$ cat src/rtl/processing_unit.sv
// Datapath: four general registers, PC, IR, address register, zero flag,
// two operand buses feeding a combinational ALU and a wide writeback bus.
module pu_reg #(
  parameter int W = 8
) (
  input  logic         clk,
  input  logic         rst,
  input  logic         load,
  input  logic [W-1:0] data_in,
  output logic [W-1:0] data_out
);

  logic [W-1:0] data_q;
  logic [W-1:0] data_d;

  always_comb begin
    data_d = data_q;
    if (load) data_d = data_in;
  end

  always_ff @(posedge clk) begin
    if (rst) data_q <= '0;
    else     data_q <= data_d;
  end

  assign data_out = data_q;

endmodule

module processing_unit #(
  parameter int word_size = 10,
  parameter int data_size = 8,
  parameter int op_size   = 4,
  parameter int Sel1_size = 3,
  parameter int Sel2_size = 3
) (
  output logic [word_size-1:0] instruction,
  output logic                 Zflag,
  output logic [word_size-4:0] address,
  input  logic [word_size-4:0] address_decoded,
  input  logic [data_size-1:0] constant_decoded,
  output logic [data_size-1:0] Bus_1a,
  output logic [data_size-1:0] Bus_1b,
  input  logic [word_size-1:0] mem_word,
  input  logic                 Load_R0,
  input  logic                 Load_R1,
  input  logic                 Load_R2,
  input  logic                 Load_R3,
  input  logic                 Load_PC,
  input  logic                 Inc_PC,
  input  logic [Sel1_size-1:0] Sel_Bus_1a_Mux,
  input  logic [Sel1_size-1:0] Sel_Bus_1b_Mux,
  input  logic                 Load_IR,
  input  logic                 Load_Add_R,
  input  logic                 Load_Reg_Z,
  input  logic [Sel2_size-1:0] Sel_Bus_2_Mux,
  input  logic                 clk,
  input  logic                 rst,
  output logic [data_size-1:0] R0_out,
  output logic [data_size-1:0] R1_out,
  output logic [data_size-1:0] R2_out,
  output logic [data_size-1:0] R3_out,
  output logic [data_size-1:0] PC_count
);

  wire  [word_size-1:0] Bus_2;
  logic [word_size-1:0] bus2_mux;
  logic [data_size-1:0] alu_res;
  logic [op_size-1:0]   opcode;

  logic [data_size-1:0] pc_q, pc_d;
  logic [word_size-1:0] ir_q, ir_d;
  logic [word_size-4:0] addr_q, addr_d;
  logic                 z_q, z_d;

  pu_reg #(.W(data_size)) R0 (
    .clk(clk), .rst(rst), .load(Load_R0),
    .data_in(Bus_2[data_size-1:0]), .data_out(R0_out)
  );
  pu_reg #(.W(data_size)) R1 (
    .clk(clk), .rst(rst), .load(Load_R1),
    .data_in(Bus_2[data_size-1:0]), .data_out(R1_out)
  );
  pu_reg #(.W(data_size)) R2 (
    .clk(clk), .rst(rst), .load(Load_R2),
    .data_in(Bus_2[data_size-1:0]), .data_out(R2_out)
  );
  pu_reg #(.W(data_size)) R3 (
    .clk(clk), .rst(rst), .load(Load_R3),
    .data_in(Bus_2[data_size-1:0]), .data_out(R3_out)
  );

  always_comb begin
    Bus_1a = '0;
    case (Sel_Bus_1a_Mux)
      3'd0:    Bus_1a = R0_out;
      3'd1:    Bus_1a = R1_out;
      3'd2:    Bus_1a = R2_out;
      3'd3:    Bus_1a = R3_out;
      3'd4:    Bus_1a = pc_q;
      3'd5:    Bus_1a = constant_decoded;
      default: Bus_1a = '0;
    endcase
  end

  always_comb begin
    Bus_1b = '0;
    case (Sel_Bus_1b_Mux)
      3'd0:    Bus_1b = R0_out;
      3'd1:    Bus_1b = R1_out;
      3'd2:    Bus_1b = R2_out;
      3'd3:    Bus_1b = R3_out;
      3'd4:    Bus_1b = pc_q;
      3'd5:    Bus_1b = constant_decoded;
      default: Bus_1b = '0;
    endcase
  end

  assign opcode = ir_q[word_size-1 -: op_size];

  // Carry out of add/sub/shift is intentionally dropped.
  always_comb begin
    alu_res = Bus_1a;
    case (opcode)
      4'b0000: alu_res = Bus_1a + Bus_1b;
      4'b0001: alu_res = Bus_1a - Bus_1b;
      4'b0010: alu_res = Bus_1a & Bus_1b;
      4'b0011: alu_res = Bus_1a | Bus_1b;
      4'b0100: alu_res = Bus_1a ^ Bus_1b;
      4'b0101: alu_res = ~Bus_1a;
      4'b0110: alu_res = Bus_1a << 1;
      4'b0111: alu_res = Bus_1a >> 1;
      4'b1000: alu_res = Bus_1b;
      default: alu_res = Bus_1a;
    endcase
  end

  always_comb begin
    bus2_mux = '0;
    case (Sel_Bus_2_Mux)
      3'd0:    bus2_mux[data_size-1:0] = alu_res;
      3'd1:    bus2_mux[data_size-1:0] = Bus_1a;
      3'd2:    bus2_mux = mem_word;
      3'd3:    bus2_mux[word_size-4:0] = address_decoded;
      3'd4:    bus2_mux[data_size-1:0] = constant_decoded;
      default: bus2_mux = '0;
    endcase
  end

  assign Bus_2 = bus2_mux;

  always_comb begin
    pc_d   = pc_q;
    ir_d   = ir_q;
    addr_d = addr_q;
    z_d    = z_q;
    if (Load_PC)     pc_d   = Bus_2[data_size-1:0];
    else if (Inc_PC) pc_d   = pc_q + 1'b1;
    if (Load_IR)     ir_d   = Bus_2;
    if (Load_Add_R)  addr_d = Bus_2[word_size-4:0];
    if (Load_Reg_Z)  z_d    = (alu_res == '0);
  end

  always_ff @(posedge clk) begin
    if (rst) begin
      pc_q   <= '0;
      ir_q   <= '0;
      addr_q <= '0;
      z_q    <= 1'b0;
    end else begin
      pc_q   <= pc_d;
      ir_q   <= ir_d;
      addr_q <= addr_d;
      z_q    <= z_d;
    end
  end

  assign instruction = ir_q;
  assign Zflag       = z_q;
  assign address     = addr_q;
  assign PC_count    = pc_q;

endmodule

$ cat config.mk
export PLATFORM = sky130hd
export DESIGN_NAME = processing_unit
export DESIGN_NICKNAME = d
export VERILOG_FILES = /design/src/rtl/processing_unit.sv
export SDC_FILE = /design/constraint.sdc
export NUM_CORES = 1
export LEC_CHECK = 0
export ABC_CLOCK_PERIOD_IN_PS = 7500
export BUFFER_PORTS_ARGS = -buffer_cell sky130_fd_sc_hd__buf_4
export CORE_MARGIN = 3
export CORE_UTILIZATION = 50
export DETAILED_ROUTE_END_ITERATION = 8
export PLACE_DENSITY = 0.72
export SYNTH_ARGS = -nofsm -noshare
export SYNTH_HDL_FRONTEND = slang
export SYNTH_SLANG_ARGS = --single-unit
$ cat constraint.sdc
create_clock -name clk -period 7.5 [get_ports clk]
set_input_delay 1.5 -clock clk [delete_from_list [all_inputs] [get_ports clk]]
set_output_delay 1.5 -clock clk [all_outputs]
set_load 0.05 [all_outputs]
==> results.json <==
{
  "grt_pass1_wl_um": 25200,
  "die_y_um": 102,
  "synth_edf_count": 0,
  "gp_routability_congestion": 1.01,
  "gr-total-overflow": 0,
  "synth_area_leaders": "dfxtp_1 (25%), mux2i_1 (8.9%), nor2_1 (7.4%), a211oi_1 (7.2%), ha_1 (6.5%)",
  "cp-start-kind": "primary input",
  "worstPathRequired_ps": 7700,
  "ioPinCount": 119,
  "endpoint_kind": "flip-flop",
  "leakagePower_nw": 2.56,
  "cts_buffers": 9,
  "cts.sinks": 58,
  "syn-num-nets": 647,
  "worst-path-buf-inv": 3,
  "clkLatencyLatePin_ps": 350,
  "vias": 5017,
  "hold_buffers": 0,
  "dieArea_um2": 10400,
  "syn2layout_area_growth_pct": 24.2,
  "firstDrtPassIters": 5,
  "fmax_ghz": 0.175,
  "num_rows": 34,
  "cp-startpoint": "Sel_Bus_1b_Mux[2]",
  "core_area_um2": 8810,
  "ys_ff_latch": 58,
  "drive_gt1_share_pct": 25.0,
  "grt_setup_unrepaired": "false",
  "hold_ws_ps": 491,
  "cts_root_buf": "clkbuf_8",
  "viasPerCell": 6.36,
  "setup_viol": 0,
  "grt_start_max_net_pins": 62,
  "path_depth": 18,
  "slowest_stage": "a221oi_1",
  "syn_area_per_cell_um2": 7.95,
  "cts_tree": "yes",
  "async_reset_ff_share_pct": 0,
  "fin_setup_tns_ps": 0,
  "yosys_most_used_dff": "dfxtp_1",
  "cp_common_cell": "o21ai_0",
  "fin_crit_ps": 5720,
  "crit_end": "address[5]",
  "hpwl_um": 12400,
  "clk_pin_slew_ps": 70,
  "netlist.area_leader.share_pct": 25.3,
  "finClkSkew_ps": 8.33,
  "post-route-drc-count": 0,
  "fillCellCount": 776,
  "rr_worst_depth": 17,
  "diodes": 0,
  "drv_cap": 0,
  "drv_slew": 0,
  "die_width_um": 102,
  "timing.setup.critical_path_class": "primary input to flip-flop",
  "finalNonFillerCells": 789,
  "final_cell_mix": "buf_4 (129), nor2_1 (91), dfxtp_1 (58)",
  "ant_nets": 0,
  "placedCellCount": 773,
  "hold_viol": 0,
  "ys_types": 62,
  "timing.slew.headroom_pct": 30.1,
  "cp_cell_sequence": "buf_4 -> mux2_4 -> a222oi_1 -> ha_1 -> nor2_1 -> a21oi_1 -> inv_1 -> ha_1 -> nor2b_1 -> o21ai_0 -> o21ai_0 -> xor2_1 -> nand2_1 -> a32o_1 -> o21ai_0 -> a221oi_1 -> buf_4 -> a211oi_1",
  "synthesis.area_um2": 4590,
  "ys_warn_count": 0,
  "antenna_found_initial": 0,
  "worstPathArrival_ps": 5930,
  "clockBufferDepth": 2,
  "detail_route.wl_per_cell_um": 20.8,
  "reg2reg_slack_ps": 2810,
  "r2r-start": "PC_count[0]",
  "ctsResizeCount": 0,
  "post_cts_buffers": 0,
  "power_density_nw_per_um2": 205,
  "track_usage_pct": 31.7,
  "vdd_drop_max_uv": 131,
  "nNetsFinal": 746,
  "synth_top_area_cell": "dfxtp_1",
  "port_buffers": 118,
  "seq_area_frac_synth_pct": 25.3,
  "worstMarginPinSlew_ps": 1050,
  "min_path_type": "flip-flop to flip-flop",
  "reg2reg_to": "address[5]",
  "layout_worst_path_cycle_share_pct": 76.3,
  "status": "completed",
  "holdPathStages": 2,
  "cts-htree-levels": 3,
  "crit_fanout": 18,
  "drt_iter0_markers": 581,
  "initial_core_util_pct": 52.1,
  "wl_um": 16400,
  "crit_family": "compound AO/OA/AOI/OAI gates",
  "grt_pass1_vias": 4514,
  "synthCells": 577,
  "slowest_delay_ps": 760,
  "mostFrequentLayoutCell": "buf_4"
}
==> how the worst min path moves through the flow <==
stage,from,endpoint
after floorplan,address[2],address[2]
after global placement,address[4],address[4]
after detailed placement,Zflag,Zflag
after CTS,address[3],address[3]
after global routing,Zflag,Zflag
final,address[5],address[5]
==> sequential cells by signal, summed over array words and instances, names as in the netlist <==
name and count:
R0.data_out 8, R2.data_out 8, address 7, R1.data_out 8
Zflag 1, PC_count 8, R3.data_out 8, instruction 10
==> power breakdown <==
group          switching, mW  total, mW  internal (mW)
sequential            0.0303      0.362          0.331
combinational          0.344      0.538          0.194
clock                  0.138      0.267          0.129
total                  0.513       1.17          0.654
==> cell usage after synthesis (6+ instances only) <==
library cell and number:
nand2b_1 16, ha_1 24, mux2_2 9, xnor2_1 13
buf_2 7, nor2_1 91, mux2i_1 41, inv_1 25
nand2_1 22, a211oi_1 44, xor2_1 6, nor3_1 17
a31oi_1 7, a21oi_1 23, nand3_1 10, nor2b_1 8
dfxtp_1 58, o22ai_1 18, nor3b_1 7, clkbuf_1 26
buf_1 7, a21o_1 8, o21ai_0 18, a221oi_1 6
a211oi_2 6
==> worst register-to-register path, delay by kind of cell (launching register included) <==
kind                       cells  cell delay [ps]
xor gates and xnor gates       1              200
buffers and inverters          2              330
and+or+nand+nor                3              300
muxes                          1              300
adders and majority gates      2              510
AOI/OAI and AO/OA              8             2510
DFF                            1              400
==> through the flow <==
| stage | setup slack, ps | cell area (um2) | utilization [%] | power, mW |
|---|---|---|---|---|
| after detailed placement | 1530 | 5520 | 62.7 | 0.896 |
| after global placement | 1540 | 5520 | 62.7 | 0.888 |
| after CTS | 1870 | 5700 | 64.7 | 1.16 |
| after floorplan | 2110 | 4590 | - | 0.729 |
| final | 1780 | 5700 | 64.7 | 1.17 |
| after global routing | 1350 | 5700 | 64.7 | 1.22 |
==> cell families (layout without fill, tap and decap cells) <==
logic type                 count (synthesis)  in the layout  share of synthesized area [%]
adders and majority gates                 25             25                           6.98
AOI/OAI and AO/OA                        168            168                           26.8
DFF                                       58             58                           25.3
and+or+nand+nor                          187            187                           18.9
muxes                                     53             53                           12.5
xor gates and xnor gates                  19             19                           3.63
buffers and inverters                     67            171                           5.84
==> cell type report <==
class | instances | area [um2] | share of cell area, %
Multi-Input combinational cell | 452 | 3160 | 55.4
Sequential cell | 58 | 1160 | 20.4
Timing Repair Buffer | 129 | 968 | 17.0
Clock buffer | 10 | 138 | 2.41
Tap cell | 108 | 135 | 2.37
Inverter | 26 | 97.6 | 1.71
Clock inverter | 6 | 41.3 | 0.724
==> layer usage <==
layer | up-vias | global-route usage [%] | wire [um] | part of all wire [%]
li1 | 2310 | - | - | -
met2 | 297 | 48.1 | 7320 | 45
met1 | 2377 | 46.6 | 7360 | 45
met3 | 33 | 6.34 | 1460 | 8.9
met5 | - | 0 | 0 | 0
met4 | 0 | 6.95 | 260 | 1.6
(Power assumes the default switching activity.)
